[src/rtl/ahb_slave_if_gen_if.sv]
// AHB-Lite slave front-end bundle: AHB address/data phase signals in, bridge-side
// pipeline, decode and response signals out.
interface ahb_slave_if_gen_if #(
  parameter int ADDR_W  = 32,
  parameter int DATA_W  = 32,
  parameter int NUM_SLV = 3
);
  // AHB side and APB read-back
  logic              Hwrite;
  logic              Hready_in;
  logic [1:0]        Htrans;
  logic [2:0]        Hsize;
  logic [ADDR_W-1:0] Haddr;
  logic [DATA_W-1:0] Hwdata;
  logic [DATA_W-1:0] Prdata;

  // Slave outputs
  logic [DATA_W-1:0]  Hrdata;
  logic [ADDR_W-1:0]  Haddr1;
  logic [ADDR_W-1:0]  Haddr2;
  logic [DATA_W-1:0]  Hwdata1;
  logic [DATA_W-1:0]  Hwdata2;
  logic               Hwrite_reg;
  logic               Hwritereg_1;
  logic               valid;
  logic [NUM_SLV-1:0] tempselx;
  logic [1:0]         Hresp;
  logic               Hready_out;
  logic [7:0]         err_count;

  modport slave (
    input  Hwrite, Hready_in, Htrans, Hsize, Haddr, Hwdata, Prdata,
    output Hrdata, Haddr1, Haddr2, Hwdata1, Hwdata2, Hwrite_reg, Hwritereg_1,
           valid, tempselx, Hresp, Hready_out, err_count
  );

  modport master (
    output Hwrite, Hready_in, Htrans, Hsize, Haddr, Hwdata, Prdata,
    input  Hrdata, Haddr1, Haddr2, Hwdata1, Hwdata2, Hwrite_reg, Hwritereg_1,
           valid, tempselx, Hresp, Hready_out, err_count
  );
endinterface

[src/rtl/ahb_slave_if_gen.sv]
// AHB-Lite slave front end for the AHB-to-APB bridge. Decodes NUM_SLV equal
// address regions into a one-hot select, pipelines address/data/direction two
// stages deep (held during wait states) and answers illegal transfers with the
// two-cycle AHB ERROR response while counting them in a saturating counter.
module ahb_slave_if_gen #(
  parameter int                ADDR_W    = 32,
  parameter int                DATA_W    = 32,
  parameter int                NUM_SLV   = 3,
  parameter logic [ADDR_W-1:0] BASE_ADDR = ADDR_W'(32'h8000_0000),
  parameter int                RGN_SHIFT = 26
) (
  input logic                 Hclk,
  input logic                 Hreset,
  ahb_slave_if_gen_if.slave   bus
);

  // Largest legal Hsize: a transfer may not be wider than the data bus.
  localparam int MAX_SIZE = $clog2(DATA_W / 8);

  // Window bounds carry one extra bit so a window ending at the top of the
  // address space does not wrap back to zero.
  localparam logic [ADDR_W:0] WIN_LO = {1'b0, BASE_ADDR};
  localparam logic [ADDR_W:0] WIN_HI = WIN_LO + ((ADDR_W + 1)'(NUM_SLV) << RGN_SHIFT);

  typedef enum logic [1:0] {
    ST_IDLE = 2'd0,
    ST_ERR1 = 2'd1,
    ST_ERR2 = 2'd2
  } state_t;

  state_t state;
  state_t state_next;

  logic [ADDR_W:0]   addr_ext;
  logic              in_window;
  logic [ADDR_W-1:0] offset;
  logic [ADDR_W-1:0] region_idx;
  logic [ADDR_W-1:0] align_mask;
  logic              size_bad;
  logic              misaligned;
  logic              active;
  logic              illegal;

  // Read data is passed straight through from the APB side.
  assign bus.Hrdata = bus.Prdata;

  // Address window check, region index and transfer legality.
  always_comb begin
    addr_ext   = {1'b0, bus.Haddr};
    in_window  = (addr_ext >= WIN_LO) && (addr_ext < WIN_HI);
    offset     = bus.Haddr - BASE_ADDR;
    region_idx = offset >> RGN_SHIFT;
    size_bad   = bus.Hsize > 3'(MAX_SIZE);
    align_mask = (ADDR_W'(1) << bus.Hsize) - ADDR_W'(1);
    misaligned = |(bus.Haddr & align_mask);
    // BUSY and IDLE never count as active, so they can never raise an error.
    active     = bus.Hready_in & bus.Htrans[1];
    illegal    = active & (~in_window | size_bad | misaligned);
  end

  // One-hot region select, driven purely from the address.
  always_comb begin
    // NOTE: every always_comb output gets a default first so no path leaves it unassigned (no latch).
    bus.tempselx = '0;
    for (int i = 0; i < NUM_SLV; i++) begin
      bus.tempselx[i] = in_window && (region_idx == ADDR_W'(i));
    end
  end

  // A transfer is handed to the bridge only while no ERROR response is in progress.
  assign bus.valid = active & in_window & ~illegal & (state == ST_IDLE);

  // Response FSM state register.
  always_ff @(posedge Hclk or posedge Hreset) begin
    // NOTE: sequential state uses non-blocking assignments so all registers update from pre-edge values.
    if (Hreset) state <= ST_IDLE;
    else        state <= state_next;
  end

  // Response FSM next state and response decode of the registered state.
  always_comb begin
    state_next     = state;
    bus.Hresp      = 2'b00;
    bus.Hready_out = 1'b1;
    unique case (state)
      ST_IDLE: begin
        if (illegal) state_next = ST_ERR1;
      end
      ST_ERR1: begin
        bus.Hresp      = 2'b01;
        bus.Hready_out = 1'b0;
        state_next     = ST_ERR2;
      end
      ST_ERR2: begin
        bus.Hresp  = 2'b01;
        state_next = illegal ? ST_ERR1 : ST_IDLE;
      end
      default: state_next = ST_IDLE;
    endcase
  end

  // Saturating count of ERROR responses, advanced once per ERR1 cycle.
  always_ff @(posedge Hclk or posedge Hreset) begin
    if (Hreset) begin
      bus.err_count <= 8'd0;
    end else if ((state == ST_ERR1) && (bus.err_count != 8'hFF)) begin
      bus.err_count <= bus.err_count + 8'd1;
    end
  end

  // Two-stage address/data/direction pipeline; every stage holds while the bus waits.
  always_ff @(posedge Hclk or posedge Hreset) begin
    if (Hreset) begin
      bus.Haddr1      <= '0;
      bus.Haddr2      <= '0;
      bus.Hwdata1     <= '0;
      bus.Hwdata2     <= '0;
      bus.Hwrite_reg  <= 1'b0;
      bus.Hwritereg_1 <= 1'b0;
    end else if (bus.Hready_in) begin
      bus.Haddr1      <= bus.Haddr;
      bus.Haddr2      <= bus.Haddr1;
      bus.Hwdata1     <= bus.Hwdata;
      bus.Hwdata2     <= bus.Hwdata1;
      bus.Hwrite_reg  <= bus.Hwrite;
      bus.Hwritereg_1 <= bus.Hwrite_reg;
    end
  end

endmodule

[src/flat_wrapper.sv]
// flat-port wrapper written by rule: the top's interface ports become plain ports
module ahb_slave_if_gen_flat 
#(
  parameter int                ADDR_W    = 32,
  parameter int                DATA_W    = 32,
  parameter int                NUM_SLV   = 3,
  parameter logic [ADDR_W-1:0] BASE_ADDR = ADDR_W'(32'h8000_0000),
  parameter int                RGN_SHIFT = 26
)
  (Hclk, Hreset, bus_Hwrite, bus_Hready_in, bus_Htrans, bus_Hsize, bus_Haddr, bus_Hwdata, bus_Prdata, bus_Hrdata, bus_Haddr1, bus_Haddr2, bus_Hwdata1, bus_Hwdata2, bus_Hwrite_reg, bus_Hwritereg_1, bus_valid, bus_tempselx, bus_Hresp, bus_Hready_out, bus_err_count);
  ahb_slave_if_gen_if #(.ADDR_W(ADDR_W), .DATA_W(DATA_W), .NUM_SLV(NUM_SLV)) bus_i ();
  input logic Hclk;
  input logic Hreset;
  input wire logic [$bits(bus_i.Hwrite)-1:0] bus_Hwrite;
  input wire logic [$bits(bus_i.Hready_in)-1:0] bus_Hready_in;
  input wire logic [$bits(bus_i.Htrans)-1:0] bus_Htrans;
  input wire logic [$bits(bus_i.Hsize)-1:0] bus_Hsize;
  input wire logic [$bits(bus_i.Haddr)-1:0] bus_Haddr;
  input wire logic [$bits(bus_i.Hwdata)-1:0] bus_Hwdata;
  input wire logic [$bits(bus_i.Prdata)-1:0] bus_Prdata;
  output wire logic [$bits(bus_i.Hrdata)-1:0] bus_Hrdata;
  output wire logic [$bits(bus_i.Haddr1)-1:0] bus_Haddr1;
  output wire logic [$bits(bus_i.Haddr2)-1:0] bus_Haddr2;
  output wire logic [$bits(bus_i.Hwdata1)-1:0] bus_Hwdata1;
  output wire logic [$bits(bus_i.Hwdata2)-1:0] bus_Hwdata2;
  output wire logic [$bits(bus_i.Hwrite_reg)-1:0] bus_Hwrite_reg;
  output wire logic [$bits(bus_i.Hwritereg_1)-1:0] bus_Hwritereg_1;
  output wire logic [$bits(bus_i.valid)-1:0] bus_valid;
  output wire logic [$bits(bus_i.tempselx)-1:0] bus_tempselx;
  output wire logic [$bits(bus_i.Hresp)-1:0] bus_Hresp;
  output wire logic [$bits(bus_i.Hready_out)-1:0] bus_Hready_out;
  output wire logic [$bits(bus_i.err_count)-1:0] bus_err_count;
  assign bus_i.Hwrite = bus_Hwrite;
  assign bus_i.Hready_in = bus_Hready_in;
  assign bus_i.Htrans = bus_Htrans;
  assign bus_i.Hsize = bus_Hsize;
  assign bus_i.Haddr = bus_Haddr;
  assign bus_i.Hwdata = bus_Hwdata;
  assign bus_i.Prdata = bus_Prdata;
  assign bus_Hrdata = bus_i.Hrdata;
  assign bus_Haddr1 = bus_i.Haddr1;
  assign bus_Haddr2 = bus_i.Haddr2;
  assign bus_Hwdata1 = bus_i.Hwdata1;
  assign bus_Hwdata2 = bus_i.Hwdata2;
  assign bus_Hwrite_reg = bus_i.Hwrite_reg;
  assign bus_Hwritereg_1 = bus_i.Hwritereg_1;
  assign bus_valid = bus_i.valid;
  assign bus_tempselx = bus_i.tempselx;
  assign bus_Hresp = bus_i.Hresp;
  assign bus_Hready_out = bus_i.Hready_out;
  assign bus_err_count = bus_i.err_count;
  ahb_slave_if_gen #(.ADDR_W(ADDR_W), .DATA_W(DATA_W), .NUM_SLV(NUM_SLV), .BASE_ADDR(BASE_ADDR), .RGN_SHIFT(RGN_SHIFT)) u_core (.Hclk(Hclk), .Hreset(Hreset), .bus(bus_i));
endmodule
[config.mk]
export PLATFORM = sky130hd
export DESIGN_NAME = ahb_slave_if_gen_flat
export DESIGN_NICKNAME = d
export VERILOG_FILES = /design/src/rtl/ahb_slave_if_gen_if.sv /design/src/rtl/ahb_slave_if_gen.sv /design/src/flat_wrapper.sv
export SDC_FILE = /design/constraint.sdc
export NUM_CORES = 1
export LEC_CHECK = 0
export BUFFER_PORTS_ARGS = -buffer_cell sky130_fd_sc_hd__buf_2
export CAP_MARGIN = 20
export CORE_UTILIZATION = 41
export DETAILED_ROUTE_END_ITERATION = 10
export GPL_TIMING_DRIVEN = 0
export PLACE_DENSITY = 0.76
export RECOVER_POWER = 25
export SETUP_SLACK_MARGIN = 0.3
export SKIP_LAST_GASP = 1
export SLEW_MARGIN = 10
export SYNTH_ARGS = -nofsm -noshare
export SYNTH_HDL_FRONTEND = slang
export SYNTH_SLANG_ARGS = --single-unit
[constraint.sdc]
create_clock -name Hclk -period 4.4 [get_ports Hclk]
set_input_delay 0.88 -clock Hclk [delete_from_list [all_inputs] [get_ports Hclk]]
set_output_delay 0.88 -clock Hclk [all_outputs]
set_load 0.02 [all_outputs]
==> flow_summary_export.csv <==
group,metric,value,unit
synthesis,ys_ff_latch,140,
clocking,postCtsHoldBufs,0,
power_and_ir_drop,internal_power,0.00291,W
clocking,cts_tree,"yes",
drt,via_per_inst,4.72,
worst_hold_path,hold_start,"u_core.bus.Hwdata2[26]$_DFFE_PP0P_",
clocking,clk_latency,0.41,ns
finish,drive_gt1_frac,0.695,
timing,skew,0.00558,ns
synthesis,synth_area_leaders,"dfrtp_1, mux2_2, buf_4, ha_1, buf_2",
power_and_ir_drop,p_comb_frac,0.221,
grt,grt_pass1_vias,4061,
clocking,cts_buffers,17,
synthesis,avgSynthCellArea,15.0,um^2
place,place_congestion,0.796,
power_and_ir_drop,power_density,520,mW/mm^2
flow_run,cap_violations,1,
drt,avgRoutedWirePerCell,15.9,um
synthesis,synth_warnings,0,
die,fp.dieW,120,um
power_and_ir_drop,switchingPower,0.00117,W
outcome,violations,"capacitance limit, slew limit",
finish,diodes,0,
drt,drt-met1-wl,5.25,mm
finish,areaGrowthSynthToFinish,38.0,%
clocking,postCtsResizedCells,0,
power_and_ir_drop,swShare,0.287,
power_and_ir_drop,clock_power_share,0.387,
synthesis,ys_top_cells_by_count,"dfrtp_1, mux2_2, buf_4",
grt,grt_remaining_overflow,0,
clocking,clockRootBuffer,"clkbuf_16",
drt,drt-initial-drc-count,85,
drt,drc,0,
synthesis,synth_top_area_frac,0.615,
outcome,outcome,"finished, violations left",
synthesis,async_reset_ff_frac,1.00,
timing,period_share,0.713,
synthesis,synth_area,0.00569,mm^2
setup_path,cp-start-kind,"input pin",
synthesis,yosysMostFrequentCell,"dfrtp_1",
timing,hold_viol,0,
setup_path,worstSetupPathType,"in2out",
setup_path,crit_start,"bus_Haddr[28]",
setup_path,endpoint_kind,"output port",
timing,slew_headroom,-0.0976,
drt,drtPass1Iterations,6,
drt,wl_met3,911,um
die,die_area,0.0144,mm^2
finish,seq_area,0.00350,mm^2
clocking,clock_sink_count,140,
setup_path,crit_required,3.52,ns
clocking,cts_setup_buffers,0,
setup_path,path_max_fanout,4,
die,pin_count,282,
synthesis,yosys_most_used_dff,"dfrtp_1",
die,coreArea,0.0134,mm^2
die,fp.dieH,120,um
place,post-dp-hpwl,10.1,mm
power_and_ir_drop,ir_worst_vdd,0.293,mV
timing,tns,0,ns
finish,fillers,1086,
timing,tightest_slew,1.64,ns
clocking,htree_num_levels,4,
synthesis,ys_types,28,
grt,grt_usage,0.189,
grt,grt_pass1_wl,20.7,mm
die,start_util,0.425,
die,rows,42,
synthesis,synth_cells,379,
setup_path,reg2reg_from,"u_core.state[1]$_DFFE_PP0P_",
clocking,clk_pin_slew,0.05,ns
drt,dr_total_vias,3942,
power_and_ir_drop,p_leak,3.87,nW
drt,final_antenna_net_count,0,
finish,multi_input_area,0.00184,mm^2
drt,maxUsedRoutingLayer,"met4",
grt,grt_max_degree,41,
setup_path,crit_arrival,2.26,ns
setup_path,reg2reg_depth,7,
timing,rsz0062_at_grt,"no",
clocking,cts_max_path_buffers,2,
finish,final_net_count,758,
timing,drv_slew,37,
drt,drt_wl_total,13.3,mm
synthesis,yosys.area.top_type,"dfrtp_1",
timing,fmaxAchievable,319,MHz
drt,wl_met2,6.79,mm
synthesis,mappedNetlistNets,490,
worst_hold_path,hp-class,"reg2reg",
finish,utilization,0.586,
setup_path,rrSetupSlack,2.72,ns
worst_hold_path,worstHoldPathCells,1,
grt,antenna_found_initial,0,
timing,final-setup-viol-count,0,
timing,post-route-min-period,3.14,ns
synthesis,seq_area_frac_synth,0.615,
place,numPortBuffers,246,
synthesis,synth_edf_count,0,
power_and_ir_drop,seq_power_share,0.392,
==> worst paths after layout <==
check | endpoint
worst min-delay path | u_core.bus.Hwdata2[26]$_DFFE_PP0P_
worst min register to register | u_core.bus.Hwdata2[26]$_DFFE_PP0P_
max in group asynchronous | u_core.bus.Haddr1[28]$_DFFE_PP0P_
worst max-delay path | bus_valid
min in group asynchronous | u_core.bus.Hwdata2[12]$_DFFE_PP0P_
worst max register to register | u_core.bus.err_count[7]$_DFFE_PP0P_
==> cell usage in the layout, fill, tap and decap left out, drive strengths merged, types with 2 or more instances in the layout <==
cell	synthesis	routed
buf	46	294
dfrtp	140	140
mux2	133	133
clkbuf	3	25
nand3	6	6
inv	7	6
nand2	6	6
ha	6	6
nor3	5	5
bufinv	0	5
a21oi	4	4
clkinvlp	0	4
xnor2	3	3
and3	3	3
clkinv	0	3
nor3b	2	2
a211o	2	2
nand4	2	2
==> per-layer routing <==
metal,up-vias,track usage
met4,0,0.0953
met2,176,0.325
met5,-,0
met3,27,0.0566
met1,1902,0.213
li1,1837,-
==> per-stage QoR <==
stage	total power, W	hold slack, ns	setup WS [ns]	cell area, um^2	instances
floorplan	0.00219	0.546	1.28	5700	379
global placement	0.00249	0.481	1.03	7150	801
detailed placement	0.00253	0.490	1.27	7210	804
CTS	0.00413	0.504	1.27	7880	836
global route	0.00427	0.515	1.11	7860	836
finish	0.00408	0.500	1.26	7860	836
==> kinds of logic (layout without fill, tap and decap cells) <==
| kind of cell | count (synthesis) | in the layout | synth area share |
|---|---|---|---|
| compound gates | 11 | 11 | 0.0132 |
| mux | 134 | 134 | 0.265 |
| fa+ha+maj | 6 | 6 | 0.0132 |
| xor+xnor | 3 | 3 | 0.00462 |
| buf+inv | 56 | 337 | 0.0609 |
| simple gates | 28 | 28 | 0.0275 |
| other cells | 1 | 1 | 0.000659 |
| flops | 140 | 140 | 0.615 |
==> power by group through the flow <==
| stage | sequential (W) | combinational [W] | clock, W |
|---|---|---|---|
| 6_report | 0.00160 | 0.000902 | 0.00158 |
| 5_1_grt | 0.00163 | 0.000970 | 0.00167 |
| 4_1_cts | 0.00160 | 0.000919 | 0.00161 |
| 3_5_place_dp | 0.00162 | 0.000915 | 0 |
| 3_3_place_gp | 0.00160 | 0.000883 | 0 |
| 2_1_floorplan | 0.00182 | 0.000365 | 0 |
==> final cells by class <==
cell class              instances  area share
plain buffers                  49      0.0408
well taps                     176      0.0280
multi-input cells             183       0.235
clock buffers                  21      0.0611
clock inverters                11      0.0239
inverters                       7     0.00350
repair buffers                249       0.162
flip-flops and latches        140       0.446
==> critical path, stage by stage <==
cell and delay, ns:
buf_2 0.11, or4b_4 0.57, a211o_1 0.34, nor3_1 0.17
buf_2 0.20
No activity file was read; power rests on OpenSTA's default activity.
